**config.mk**
```make
export PLATFORM = sky130hd
export DESIGN_NAME = sdrc_req_fifo
export DESIGN_NICKNAME = d
export VERILOG_FILES = /design/src/rtl/sdrc_req_fifo.sv
export SDC_FILE = /design/constraint.sdc
export NUM_CORES = 1
export LEC_CHECK = 0
export CAP_MARGIN = 30
export CORE_MARGIN = 8
export CORE_UTILIZATION = 25
export CTS_BUF_LIST = sky130_fd_sc_hd__clkbuf_2
export CTS_CLUSTER_SIZE = 28
export DETAILED_ROUTE_END_ITERATION = 8
export SLEW_MARGIN = 20
export SYNTH_ARGS = -nofsm -noshare
export SYNTH_HDL_FRONTEND = slang
export SYNTH_SLANG_ARGS = --single-unit
```
**constraint.sdc**
```tcl
create_clock -name clk -period 3.44 [get_ports clk]
set_clock_uncertainty 0.05 [all_clocks]
set_input_delay 0.516 -clock clk [delete_from_list [all_inputs] [get_ports clk]]
set_output_delay 0.516 -clock clk [all_outputs]
set_load 0.01 [all_outputs]
```
**src/rtl/sdrc_req_fifo.sv**
```systemverilog
// rtl/sdrc_req_fifo.sv - application request queue ahead of the SDRAM request generator
//
// Buffers up to DEPTH application transfer requests and tags each one with a
// rolling ID. The oldest request is presented to the request generator with
// the req/req_ack handshake.
//
// Ports:
//   clk, reset_n          clock; asynchronous active-low reset
//   app_req*              application request (valid, addr, len, wr_n, wrap)
//   app_req_ack/_id       combinational accept and the ID given to the request
//   req, req_*            head entry presented to the request generator
//   req_ack               request generator consumed the head entry
//   r2x_idle              request generator idle
//   len_err               one-cycle pulse after a zero-length request is dropped
//   fifo_level            occupied entries
//   sdrc_idle             queue empty and request generator idle
`ifndef SDR_REQ_ID_W
`define SDR_REQ_ID_W 4
`endif

module sdrc_req_fifo #(
  parameter int APP_AW = 30,
  parameter int APP_RW = 9,
  parameter int ID_W   = `SDR_REQ_ID_W,
  parameter int DEPTH  = 4
) (
  input  logic                     clk,
  input  logic                     reset_n,
  input  logic                     app_req,
  input  logic [APP_AW-1:0]        app_req_addr,
  input  logic [APP_RW-1:0]        app_req_len,
  input  logic                     app_req_wr_n,
  input  logic                     app_req_wrap,
  output logic                     app_req_ack,
  output logic [ID_W-1:0]          app_req_id,
  output logic                     req,
  output logic [ID_W-1:0]          req_id,
  output logic [APP_AW-1:0]        req_addr,
  output logic [APP_RW-1:0]        req_len,
  output logic                     req_wr_n,
  output logic                     req_wrap,
  input  logic                     req_ack,
  input  logic                     r2x_idle,
  output logic                     len_err,
  output logic [$clog2(DEPTH):0]   fifo_level,
  output logic                     sdrc_idle
);

  localparam int PW = $clog2(DEPTH);
  localparam logic [PW:0] FULL_CNT = (PW+1)'(DEPTH);

  logic [ID_W-1:0]   mem_id   [DEPTH];
  logic [APP_AW-1:0] mem_addr [DEPTH];
  logic [APP_RW-1:0] mem_len  [DEPTH];
  logic              mem_wr_n [DEPTH];
  logic              mem_wrap [DEPTH];

  logic [PW-1:0]   wr_ptr;
  logic [PW-1:0]   rd_ptr;
  logic [PW:0]     count;
  logic [ID_W-1:0] id_cnt;

  logic full;
  logic empty;
  logic push;
  logic pop;
  logic zero_len;

  assign full     = (count == FULL_CNT);
  assign empty    = (count == '0);
  assign zero_len = (app_req_len == '0);

  // Accept depends only on the registered occupancy, so a pop in the same
  // cycle does not free a slot for a request arriving while full.
  assign app_req_ack = app_req & ~full;
  assign app_req_id  = id_cnt;
  // Zero-length requests are acknowledged but never enter the queue.
  assign push        = app_req_ack & ~zero_len;
  assign pop         = req_ack & ~empty;

  assign req        = ~empty;
  assign req_id     = mem_id[rd_ptr];
  assign req_addr   = mem_addr[rd_ptr];
  assign req_len    = mem_len[rd_ptr];
  assign req_wr_n   = mem_wr_n[rd_ptr];
  assign req_wrap   = mem_wrap[rd_ptr];
  assign fifo_level = count;
  assign sdrc_idle  = empty & r2x_idle;

  always_ff @(posedge clk or negedge reset_n) begin
    if (!reset_n) begin
      wr_ptr  <= '0;
      rd_ptr  <= '0;
      count   <= '0;
      id_cnt  <= '0;
      len_err <= 1'b0;
    end else begin
      if (push) begin
        wr_ptr <= wr_ptr + 1'b1;
        id_cnt <= id_cnt + 1'b1;
      end
      if (pop) begin
        rd_ptr <= rd_ptr + 1'b1;
      end
      case ({push, pop})
        2'b10:   count <= count + 1'b1;
        2'b01:   count <= count - 1'b1;
        default: count <= count;
      endcase
      len_err <= app_req_ack & zero_len;
    end
  end

  // Entry storage carries no reset; validity is tracked by count alone.
  always_ff @(posedge clk) begin
    if (push) begin
      mem_id[wr_ptr]   <= id_cnt;
      mem_addr[wr_ptr] <= app_req_addr;
      mem_len[wr_ptr]  <= app_req_len;
      mem_wr_n[wr_ptr] <= app_req_wr_n;
      mem_wrap[wr_ptr] <= app_req_wrap;
    end
  end

endmodule

```
==> After elaboration in Yosys (flattened, before gate mapping) <==
Memory sizes are Yosys's and may differ from the RTL's.
Cells that the tools add are included.
{ "op_classes": {"bitwise": 8, "n_addsub": 5, "eq_ne": 3, "mux": 3, "reduce_logical": 3} }
{ "op_table": {"columns": ["op", "count"], "rows": [
  ["$logic_not A9 Y1", 1],
  ["$pmux W3 S2", 1],
  ["$and A1 B1 Y1", 5],
  ["$add A2 B1 Y2 const B", 2],
  ["$add A4 B1 Y4 const B", 1],
  ["$add A3 B1 Y3 const B", 1],
  ["$eq A3 B3 Y1 const B", 1],
  ["$logic_not A3 Y1", 1],
  ["$not A1 Y1", 3],
  ["$sub A3 B1 Y3 const B", 1],
  ["$eq A2 B1 Y1 const B", 1],
  ["$eq A2 B2 Y1 const B", 1],
  ["$mux W1", 2],
  ["$reduce_bool A2 Y1", 1]
]} }
{ "word_totals": {"regBits": 12, "inputBits": 46, "memories": 5, "out_inout_bits": 56, "ram_bits": 180} }
{ "memory_table": {"columns": ["name", "depth", "word_bits", "rd", "rd_clocked_by_memory_dff", "wr", "line", "rtl"], "rows": [
  ["mem_addr", 4, 30, 1, 0, 1, "53", "logic [APP_AW-1:0] mem_addr [DEPTH];"],
  ["mem_len", 4, 9, 1, 0, 1, "54", "logic [APP_RW-1:0] mem_len [DEPTH];"],
  ["mem_id", 4, 4, 1, 0, 1, "52", "logic [ID_W-1:0] mem_id [DEPTH];"],
  ["mem_wr_n", 4, 1, 1, 0, 1, "55", "logic mem_wr_n [DEPTH];"],
  ["mem_wrap", 4, 1, 1, 0, 1, "56", "logic mem_wrap [DEPTH];"]
]} }

==> Depth between registers and ports, before layout <==
{ "depth": {"depth_word": 6, "mapped_depth": 10} }

==> Worst setup path after synthesis <==
Ideal clock, no wire load.
{ "synth_timing": {"path_kind": "input to register", "from": "input app_req_len[1]", "to": "memory mem_addr[0][0], enable pin", "n_path_buf": 0, "path_slack_ns": 0.900, "setup_ns": 0.407, "path_stages": 4, "required_ns": 2.983, "arrival_time_ns": 2.083, "path_cell_list": "nor3_1 > and3_2 > nor2_4 > and2_1"} }
{ "synth_via": {"elab_chain_len": 5} }
{ "synth_rtl": {"columns": ["element", "line", "rtl"], "rows": [
  ["from (decl)", "31", "input logic [APP_RW-1:0] app_req_len,"],
  ["$logic_not A9 Y1", "71", "assign zero_len = (app_req_len == '0);"],
  ["$not A1 Y1", "78", "assign push = app_req_ack & ~zero_len;"],
  ["$and A1 B1 Y1", "78", null],
  ["$mux W1", "116", "if (push) begin"],
  ["$mux W1 (implied by the code)", "118", "mem_addr[wr_ptr] <= app_req_addr;"],
  ["to (decl)", "53", null]
]} }
Every way passes these cells.

==> Worst setup path after layout <==
{ "layout_timing": {"from": "register rd_ptr[0]", "to": "output req_len[6]"} }
{ "layout_via": {"elab_chain_len": 1} }
{ "layout_rtl": {"columns": ["element", "line", "rtl"], "rows": [
  ["from (decl)", "59", "logic [PW-1:0] rd_ptr;"],
  ["from (signal assigned)", "103", "rd_ptr <= rd_ptr + 1'b1;"],
  ["$mem_v2 Z4 W9", null, null],
  ["to (decl)", "39", "output logic [APP_RW-1:0] req_len,"]
]} }
Every way passes these cells.

==> flow_summary.toml <==
[setup_path]
worstPathArrival_ps = 2630
crit_family = "buffers and inverters"
critPathBufInv = 2
slowest_delay_ps = 570
worst_setup_path_start_kind = "flop"
cp.depth = 3
reg2regPathDepth = 10
required_ps = 2870
cp_cell_sequence = "buf_12 -> mux4_2 -> clkdlybuf4s50_1"
end_kind = "output port"
cp_max_fo = 22
critPathKind = "flop to output port"
critPathSlowestCell = "dfrtp_4"

[worst_hold_path]
min_path_cells = 3
hp-class = "input port to flop"

[logic_synthesis]
synth-warning-count = 0
ys_ff_latch = 192
yosys.cell_types.count = 25
synth_common_cells = "edfxtp_1, mux4_2, dfrtp_1, inv_1, ha_1"
synth_area_leaders = "edfxtp_1, mux4_2, dfrtp_1"
yosysSeqAreaShare_pct = 79.69
yosysMostFrequentCell = "edfxtp_1"
synth.top_cell.area_share_pct = 75.50
postSynthCellCount = 295
syn_area_per_cell_um2 = 24.27
synthesis.area_um2 = 7159
mappedNetlistNets = 348
synth-edff-count = 180
ys_async_sr_fraction_pct = 6.250
ys.flop_type = "edfxtp_1"
yosys.area.top_type = "edfxtp_1"

[place]
portBuffers = 101
gp_congestion = 0.6537
hpwl_mm = 9.650
dpl_cell_area_um2 = 8747

[cells_and_area]
final_area_um2 = 9046
area_growth_pct = 26.35
nNetsFinal = 473
drive_gt1_share_pct = 24.02
diodes = 0

[power]
p_int_mw = 5.038
p_seq_share_pct = 45.7
netSwitchingFraction_pct = 31.39
p_per_area_nw_per_um2 = 811.7
leakage_nw = 2.917
pwr-share-comb_pct = 38.3
ir_drop_mv = 0.3101
power_mw = 7.342
p_switching_mw = 2.305
power.share.clock_pct = 16.0

[route]
wl_per_cell_um = 18.49
drtPass1Iterations = 5
drt_iter0_markers = 176
wl_mm = 15.11
drc_errors = 0
num_vias = 3328
vias_per_cell = 4.073
ant_nets = 0

[timing]
grt_setup_unrepaired = "no"
fmax_ghz = 0.3125
hold_viol = 0
slew_violations = 0
max_slew_margin_pct = 60.20
tns_ps = 0
fin_crit_sh_pct = 93.01
worst_pin_slew_ps = 595.1
setup_viol = 0
post-route-min-period_ps = 3200

[clock_network]
cts.clk_slew.worst_paths_ps = 300
cts_buffers = 17
cts.path.max_buffers = 2
root_buffer = "clkbuf_2"
cts.sinks = 192
cts_tree = "done"
h-tree-depth = 4
clock_latency_ps = 720

[global_route]
grt_pass1_wl_mm = 23.15
grt_usage_pct = 9.203
antenna_found_initial = 0
grt_pass1_vias = 3794
grt_max_degree = 46
grt_overflow = 0

[floorplanning]
core_um2 = 28470
die_area_um2 = 34310
ios = 102
start_util_pct = 25.15
rows = 62
die_h_um = 185.2
fp.dieW_um = 185.2

[outcome]
status = "complete, no violations"

[job]
max-cap-violations = 0
-- registers in the layout, summed over array words and instances, names as in the netlist --
signal and cells:
app_req_id 4, mem_addr 120, len_err 1, mem_id 16, fifo_level 3, mem_len 36, wr_ptr 2, mem_wrap 4
rd_ptr 2, mem_wr_n 4
-- path summary, 6_finish.rpt --
kind	slack (ps)	endpoint	start
setup / recovery	240	req_len[6]	rd_ptr[0]$_DFFE_PN0P_
hold / removal	330	len_err$_DFF_PN0_	app_req
setup reg to reg	1070	fifo_level[2]$_DFFE_PN0P_	fifo_level[0]$_DFFE_PN0P_
hold reg to reg	490	fifo_level[2]$_DFFE_PN0P_	fifo_level[2]$_DFFE_PN0P_
max in group asynchronous	2320	rd_ptr[0]$_DFFE_PN0P_	reset_n
min in group asynchronous	590	len_err$_DFF_PN0_	reset_n
-- stage by stage --
stage / hold slack (ps) / setup WS [ps] / cells / utilization (%)
CTS: 213.2 / 9.020 / 817 / 31.75
global route: 185.9 / 8.349 / 817 / 31.77
finish: 327.8 / 240.3 / 817 / 31.77
global placement: 450.3 / 249.3 / 781 / 30.72
floorplan: 170.4 / 900.0 / 295 / -
detailed placement: 472.6 / 213.6 / 781 / 30.72
-- power groups by stage --
| stage | combinational, mW | clock (mW) | sequential [mW] |
|---|---|---|---|
| final | 2.81 | 1.17 | 3.36 |
| after global routing | 3.05 | 1.33 | 3.41 |
| after CTS | 2.92 | 1.24 | 3.36 |
| after detailed placement | 2.82 | 0 | 3.47 |
| after global placement | 2.80 | 0 | 3.44 |
| after floorplan | 1.47 | 0 | 3.34 |
-- cell usage in the layout, fill, tap and decap left out --
cell	netlist	routed
clkinvlp_4	0	2
nor2_1	4	4
inv_6	0	4
mux4_2	45	45
mux2i_1	1	1
xor2_1	5	5
nor4_2	1	1
clkdlybuf4s50_1	0	101
and3_2	1	1
buf_6	0	1
or3b_4	1	1
and2_1	5	1
and2_2	0	4
nand2_4	1	1
or3_1	1	1
mux2_4	2	2
clkbuf_2	0	18
bufinv_16	0	2
buf_4	4	8
nand2_1	1	1
edfxtp_1	180	180
nor3b_1	1	1
xnor2_1	4	4
nor2_4	1	1
dfrtp_1	12	10
dlygate4sd3_1	0	1
nor3_1	2	2
dfrtp_4	0	2
buf_12	0	5
clkinv_4	0	3
ha_1	6	6
nand3_1	2	2
fa_1	1	1
inv_1	8	8
inv_8	0	3
-- cells by family (layout without fill, tap and decap cells) --
family | after synthesis | count (layout) | synth area share, %
xor+xnor | 9 | 9 | 1.101
fa+ha+maj | 7 | 7 | 1.328
buf+inv | 18 | 156 | 1.241
simple gates | 21 | 21 | 1.922
mux | 48 | 48 | 14.72
flops | 192 | 192 | 79.69
-- metal layers --
metal	GRT usage (%)	part of all wire [%]
met5	0	0
met2	15.19	50
met1	10.66	41
met4	2.593	0.75
met3	4.178	8.1
-- repair_timing --
item	in CTS	in global routing
resized for setup	0	2
hold endpoints to repair	12	0
hold buffers	1	0
buffers inserted	3	0
setup endpoints to repair	30	20
-- worst reg2reg max path, cell delays in order, from the launching register on --
cell and delay [ps]:
dfrtp_1 490, or3b_4 430, nand2_4 120, nor2_4 80
inv_1 90, ha_1 200, inv_1 70, fa_1 380
xor2_1 150, nor2_1 110, xor2_1 160
-- area by class of cell --
cell class,count,area [um2]
sequential,192,5713
inverter,8,30.03
clock inverter,14,170.2
fill,2733,19420
clock buffer,18,90.09
multi-input combinational,85,1370
tap,384,480.5
timing repair buffer,116,1192
Note: power is estimated with default switching activity, not from simulation.
